--- config.mk ---
export PLATFORM = sky130hd
export DESIGN_NAME = axi4lite_master
export DESIGN_NICKNAME = d
export VERILOG_FILES = /design/src/rtl/axi4lite_pkg.sv /design/src/rtl/axi4lite_master.sv
export SDC_FILE = /design/constraint.sdc
export NUM_CORES = 1
export LEC_CHECK = 0
export BUFFER_PORTS_ARGS = -buffer_cell sky130_fd_sc_hd__buf_2
export CORE_MARGIN = 2
export CORE_UTILIZATION = 35
export DETAILED_ROUTE_END_ITERATION = 10
export HOLD_SLACK_MARGIN = 0.15
export PLACE_DENSITY = 0.66
export SETUP_SLACK_MARGIN = 0.3
export SYNTH_ARGS = -nofsm -noshare
export SYNTH_HDL_FRONTEND = slang
export SYNTH_SLANG_ARGS = --single-unit
--- constraint.sdc ---
create_clock -name ACLK -period 7.97 [get_ports ACLK]
set_clock_uncertainty 0.15 [all_clocks]
set_input_delay 1.594 -clock ACLK [delete_from_list [all_inputs] [get_ports ACLK]]
set_output_delay 1.594 -clock ACLK [all_outputs]
set_load 0.02 [all_outputs]
--- src/rtl/axi4lite_pkg.sv ---
// Shared types for the AXI4-Lite single-outstanding command master.
package axi4lite_pkg;

  localparam int STRB_WIDTH = 4;

  typedef enum logic [1:0] {
    RESP_OKAY   = 2'b00,
    RESP_EXOKAY = 2'b01,
    RESP_SLVERR = 2'b10,
    RESP_DECERR = 2'b11
  } axi_resp_e;

  typedef enum logic [2:0] {
    ST_IDLE,
    ST_WR_REQ,
    ST_WR_RESP,
    ST_RD_REQ,
    ST_RD_DATA,
    ST_RSP
  } mst_state_e;

endpackage

--- src/rtl/axi4lite_master.sv ---
// AXI4-Lite master: turns one command request at a time into an AXI read or
// write transaction and returns the completion on the rsp_* interface.
//
// state      | meaning
// IDLE       | ready for a new command
// WR_REQ     | AW and W offered, each dropped after its own handshake
// WR_RESP    | waiting for B
// RD_REQ     | AR offered
// RD_DATA    | waiting for R
// RSP        | completion held until rsp_ready
module axi4lite_master
  import axi4lite_pkg::*;
#(
  parameter int DATA_WIDTH = 32,
  parameter int ADDR_WIDTH = 32
) (
  input  logic                  ACLK,
  input  logic                  ARESET,
  input  logic                  req_valid,
  output logic                  req_ready,
  input  logic                  req_is_wr,
  input  logic [ADDR_WIDTH-1:0] req_addr,
  input  logic [DATA_WIDTH-1:0] req_wdata,
  input  logic [STRB_WIDTH-1:0] req_wstrb,
  output logic                  rsp_valid,
  input  logic                  rsp_ready,
  output logic [DATA_WIDTH-1:0] rsp_rdata,
  output logic [1:0]            rsp_resp,
  output logic [ADDR_WIDTH-1:0] AWADDR,
  output logic                  AWVALID,
  input  logic                  AWREADY,
  output logic [DATA_WIDTH-1:0] WDATA,
  output logic [STRB_WIDTH-1:0] WSTRB,
  output logic                  WVALID,
  input  logic                  WREADY,
  input  logic [1:0]            BRESP,
  input  logic                  BVALID,
  output logic                  BREADY,
  output logic [ADDR_WIDTH-1:0] ARADDR,
  output logic                  ARVALID,
  input  logic                  ARREADY,
  input  logic [DATA_WIDTH-1:0] RDATA,
  input  logic [1:0]            RRESP,
  input  logic                  RVALID,
  output logic                  RREADY
);

  mst_state_e            state_q, state_d;
  logic [ADDR_WIDTH-1:0] addr_q;
  logic [DATA_WIDTH-1:0] wdata_q;
  logic [STRB_WIDTH-1:0] wstrb_q;
  logic                  is_wr_q;
  logic                  aw_done_q;
  logic                  w_done_q;
  logic [DATA_WIDTH-1:0] rdata_q;
  axi_resp_e             resp_q;

  logic req_fire, aw_fire, w_fire, b_fire, ar_fire, r_fire;

  assign req_fire = req_valid && req_ready;
  assign aw_fire  = AWVALID && AWREADY;
  assign w_fire   = WVALID && WREADY;
  assign b_fire   = BVALID && BREADY;
  assign ar_fire  = ARVALID && ARREADY;
  assign r_fire   = RVALID && RREADY;

  always_ff @(posedge ACLK or posedge ARESET) begin
    if (ARESET) state_q <= ST_IDLE;
    else        state_q <= state_d;
  end

  always_comb begin
    state_d = state_q;
    unique case (state_q)
      ST_IDLE:    if (req_fire) state_d = req_is_wr ? ST_WR_REQ : ST_RD_REQ;
      // AW and W may complete in either order or together
      ST_WR_REQ:  if ((aw_done_q || aw_fire) && (w_done_q || w_fire)) state_d = ST_WR_RESP;
      ST_WR_RESP: if (b_fire) state_d = ST_RSP;
      ST_RD_REQ:  if (ar_fire) state_d = ST_RD_DATA;
      ST_RD_DATA: if (r_fire) state_d = ST_RSP;
      ST_RSP:     if (rsp_ready) state_d = ST_IDLE;
      default:    state_d = ST_IDLE;
    endcase
  end

  always_comb begin
    req_ready = 1'b0;
    AWVALID   = 1'b0;
    WVALID    = 1'b0;
    BREADY    = 1'b0;
    ARVALID   = 1'b0;
    RREADY    = 1'b0;
    rsp_valid = 1'b0;
    case (state_q)
      // held off while reset is asserted so nothing is accepted then
      ST_IDLE:    req_ready = !ARESET;
      ST_WR_REQ: begin
        AWVALID = !aw_done_q;
        WVALID  = !w_done_q;
      end
      ST_WR_RESP: BREADY    = 1'b1;
      ST_RD_REQ:  ARVALID   = 1'b1;
      ST_RD_DATA: RREADY    = 1'b1;
      ST_RSP:     rsp_valid = 1'b1;
      default: ;
    endcase
  end

  always_ff @(posedge ACLK or posedge ARESET) begin
    if (ARESET) begin
      addr_q    <= '0;
      wdata_q   <= '0;
      wstrb_q   <= '0;
      is_wr_q   <= 1'b0;
      aw_done_q <= 1'b0;
      w_done_q  <= 1'b0;
      rdata_q   <= '0;
      resp_q    <= RESP_OKAY;
    end else begin
      if (req_fire) begin
        addr_q    <= req_addr;
        wdata_q   <= req_wdata;
        wstrb_q   <= req_wstrb;
        is_wr_q   <= req_is_wr;
        aw_done_q <= 1'b0;
        w_done_q  <= 1'b0;
      end else begin
        if (aw_fire) aw_done_q <= 1'b1;
        if (w_fire)  w_done_q  <= 1'b1;
      end
      if (b_fire || r_fire) begin
        rdata_q <= is_wr_q ? '0 : RDATA;
        resp_q  <= axi_resp_e'(is_wr_q ? BRESP : RRESP);
      end
    end
  end

  assign AWADDR    = addr_q;
  assign ARADDR    = addr_q;
  assign WDATA     = wdata_q;
  assign WSTRB     = wstrb_q;
  assign rsp_rdata = rdata_q;
  assign rsp_resp  = resp_q;

endmodule
* Word level (Yosys, flattened, before mapping) *
Cells that the tools add are included.

operators by class
  bitwise gates (word level) = 0
  magnitude comparators = 0
  shifts and indexed selects = 0
  $add $sub $neg = 0
  div/mod/pow operators = 0
  reductions and logical operators = 17
  equality and inequality tests = 11
  multiplexer cells = 21
  multipliers = 0

operators with widths
  kind                                           count
  two-way mux 32 bit                             1
  two-way mux 3 bit                              6
  one-hot mux 3 bit (6 select lines)             1
  != test 2 bit, second input constant           6
  two-way mux 1 bit                              11
  logical AND 1 bit                              7
  == test 3 x 2 -> 1 bit, second input constant  2
  == test 3 bit, second input constant           2
  AND reduction 6 bit                            1
  two-way mux 2 bit                              2
  nonzero test 2 bit                             2
  == test 3 x 1 -> 1 bit, second input constant  1
  zero test 1 bit                                3
  zero test 3 bit                                1
  logical OR 1 bit                               3

word-level totals
  bits of input ports = 114
  bits in registers = 108
  output and inout port bits = 141
  bits in writable memories = 0
  bits in read-only memories = 0
  memories = 0
  logic and storage cells = 58
  bits in latches = 0

* Logic depth before layout (Yosys ltp) *
  depth after elaboration = 7
  mapped depth = 6

* Worst setup path before layout *
No wires, ideal clock.

  path type = input to register
  from = input port ARESET
  to = register addr_q[0] (netlist: ARADDR[0])
  buffers on the path = 2
  required time = 7.695 ns
  stages on the path = 5
  arrival = 4.942 ns
  setup slack = 2.753 ns
  path through = inv_1 > and3_1 > buf_6 > buf_12 > mux2_2

on the way
  word-level cells in the longest chain between the ends = 3

RTL lines
  element                    line                    text
  start: declaration         axi4lite_master.sv:18   input logic ARESET,
  zero test 1 bit (no line)  --
  two-way mux 1 bit          axi4lite_master.sv:94   case (state_q)
  logical AND 1 bit          axi4lite_master.sv:60   assign req_fire = req_valid && req_ready;
  end signal: assignment     axi4lite_master.sv:121  addr_q <= req_addr;
  end: declaration           axi4lite_master.sv:49   logic [ADDR_WIDTH-1:0] addr_q;

Every way passes these cells.
A chain may end at the register's enable or synchronous reset.

* Worst setup path in the final report *
  from = input port ARESET
  to = output port req_ready

on the way
  word-level cells in the longest chain between the ends = 2

RTL lines
  element                    line                   text
  zero test 1 bit (no line)  --
  two-way mux 1 bit          axi4lite_master.sv:94
  end: declaration           axi4lite_master.sv:20  output logic req_ready,

Every way passes these cells.

==> key figures <==
Layout
  • Layout cell share with drive strength beyond 1: 0.591
  • # diodes: 0
  • Post-layout utilization of the core: 0.462
  • Most frequent cells in the layout: buf_2 (254), dfrtp_1 (108), mux2_2 (61), nand2_1 (36), o21ai_0 (36)
  • Layout area overhead: 29.3%
  • Finished Layout Cells: 767
  • Register area: 2700 um^2
  • Final instance area: 6120 um^2
  • Multi-input gate area: 1570 um^2
  • Fillers: 1291
  • Final nets: 700
  • Most common cell after layout, fill and taps aside: buf_2

STA
  • WHS: 324 ps
  • Fmax: 260 MHz
  • Final setup fails: 0
  • Worst-Margin Slew: 863 ps
  • TNS Setup: 0 ps
  • Slew Viols, Final: 0
  • RSZ-0062 raised after global routing: false
  • Slew margin rel.: 0.425
  • Final Cycle Share: 0.482
  • Final Critical Period: 3840 ps
  • Final hold vios: 0

Pwr
  • Switch Pwr: 1.13 mW
  • Sw Ratio: 0.414
  • Pwr/cell area: 445 nW/um^2
  • Clock power frac: 0.168
  • Cell Int Power: 1.60 mW
  • Combinational Power Share: 0.467
  • Leak Pwr: 3.17 nW
  • Seq pwr share: 0.365
  • Worst vdd ir: 182 uV

Clock tree
  • CTS H-tree lvls: 3
  • Clk sinks: 108
  • Resize count post-CTS: 0
  • CTS buffer count: 9
  • CTS hold repair buffers: 0
  • Clock buffer depth: 2
  • Reg clk slew, reported paths: 70 ps
  • CTS tree: yes
  • Clock Latency Late Sink: 340 ps
  • Postcts setup bufs: 0
  • Root Buffer: clkbuf_16

Detailed routing
  • DR vias/cell: 4.44
  • Pre-Repair DR Iteration Count: 4
  • DRT Wirelength: 10500 um
  • Total number of vias: 3405
  • Residual DRC: 0
  • DR iter-0 viols: 104
  • ANT nets after route: 0
  • Routed wire per std cell: 13.7 um

Run
  • Maxcap violations: 0

Floorplanning
  • I/O pins: 255
  • Core area: 13200 um^2
  • Initial Utilization: 0.358
  • Die X: 120 um
  • Row cnt: 42
  • Total die area: 14500 um^2
  • Die Height: 120 um

Setup path
  • CP most frequent cell: buf_2
  • Startpoint types: primary input
  • Crit path arrival time: 2100 ps
  • RR Endpoint: WSTRB[3]
  • CP max stage cell: buf_2
  • R2R Path Start: state_q[0]
  • Req. time, crit path: 6230 ps
  • Flop2flop setup slack: 5210 ps
  • Cell Chain, Critical Path: buf_2 > nor4_1 > buf_2
  • Worst Setup Path Type: in2out
  • Crit-path max FO: 2
  • Critical path's largest stage delay: 210 ps
  • CP Capture Type: output pin
  • Reg2Reg Depth: 4

Hold path
  • Hold EP: rsp_rdata[28]
  • HP Class: reg2reg
  • Worst Hold Launch: rsp_rdata[28]
  • Hold depth: 2

Synthesis
  • Seq/Total Area, Yosys: 0.571
  • Async SR Flop Fraction: 1.00
  • Yosys cell types: 31
  • Synth Flop Type: dfrtp_1
  • Yosys warns: 0
  • Mean area per synthesized cell: 12.8 um^2
  • Mapped Cells: 371
  • #FFs+latches synth: 108
  • Post-synth EDFFs: 0
  • Synthesized area: 4740 um^2
  • Post-synth net total: 485

Global routing
  • GRT overflow: 0
  • First-pass GRT wire length: 16600 um
  • Vias in the first global route: 3407
  • Largest net degree at the start of global routing: 69
  • GRT Total Usage: 0.146
  • Initial antenna violation count: 0

Place
  • Final Wtd Congestion: 0.727
  • Placed cell area: 5810 um^2
  • Dpl hpwl: 7870 um
  • # port buffers: 254
  • Placed Instances: 751

Run status
  • Status: complete, no violations
==> kinds of logic after synthesis <==
family / Yosys count / share of synthesized area
flip-flops: 108 / 0.571
AND/OR/NAND/NOR: 87 / 0.0933
multiplexers: 74 / 0.183
buffers and inverters: 57 / 0.0996
AO/OA/AOI/OAI: 45 / 0.0534
==> Yosys cell counts (3+ instances only) <==
master | number | share of area
nor2_1 | 7 | 0.0055
o21ai_0 | 36 | 0.038
mux2_4 | 10 | 0.032
mux2i_1 | 3 | 0.0063
nand2b_1 | 32 | 0.042
buf_2 | 4 | 0.0042
inv_1 | 4 | 0.0032
a21oi_1 | 3 | 0.0032
clkbuf_1 | 7 | 0.0055
buf_4 | 33 | 0.052
nand2_1 | 36 | 0.029
mux2_2 | 61 | 0.15
buf_12 | 7 | 0.030
dfrtp_1 | 108 | 0.57
==> area by class of cell <==
| type | instances | share of cell area |
|---|---|---|
| inverter | 4 | 0.00286 |
| tap | 176 | 0.0360 |
| clock buffer | 13 | 0.0441 |
| multi-input combinational | 206 | 0.257 |
| sequential | 108 | 0.441 |
| timing repair buffer | 257 | 0.211 |
| clock inverter | 3 | 0.00715 |
==> per-layer routing <==
layer,vias up,share of wire,track usage
li1,1640,-,-
met1,1587,0.42,0.183
met2,157,0.48,0.238
met3,21,0.075,0.0325
met4,0,0.026,0.0734
met5,-,0,0
==> metrics by stage <==
stage                     power [mW]  setup WS [ps]
after CTS                       2.76           4100
after global placement          2.26           3920
final                           2.72           4130
after detailed placement        2.29           3850
after floorplan                 1.97           2750
after global routing            2.91           4060
==> worst max path at each step <==
stage,startpoint,to,slack (ps),depth (start not counted)
after floorplan,ARESET,ARADDR[0],2750,5
after global placement,ARESET,ARADDR[24],3920,5
after detailed placement,ARESET,WDATA[23],3850,5
after CTS,ARESET,req_ready,4100,3
after global routing,ARESET,ARADDR[25],4060,5
final,ARESET,req_ready,4130,3
==> power groups by stage <==
| stage | clock (mW) | sequential [mW] | combinational [mW] |
|---|---|---|---|
| global route | 0.502 | 1.04 | 1.37 |
| CTS | 0.475 | 0.999 | 1.29 |
| finish | 0.458 | 0.994 | 1.27 |
| global placement | 0 | 0.993 | 1.27 |
| floorplan | 0 | 1.26 | 0.706 |
| detailed placement | 0 | 1.01 | 1.29 |
==> critical path, delay by kind of cell <==
kind | cells | cell delay (ps)
buf+inv | 2 | 330
simple gates | 1 | 170
==> registers in the layout, indices dropped and copies added (netlist names) <==
register,count
ARADDR,32
WDATA,32
rsp_rdata,32
WSTRB,4
state_q,3
rsp_resp,2
aw_done_q,1
is_wr_q,1
w_done_q,1
Note: power is estimated with default switching activity, not from simulation.
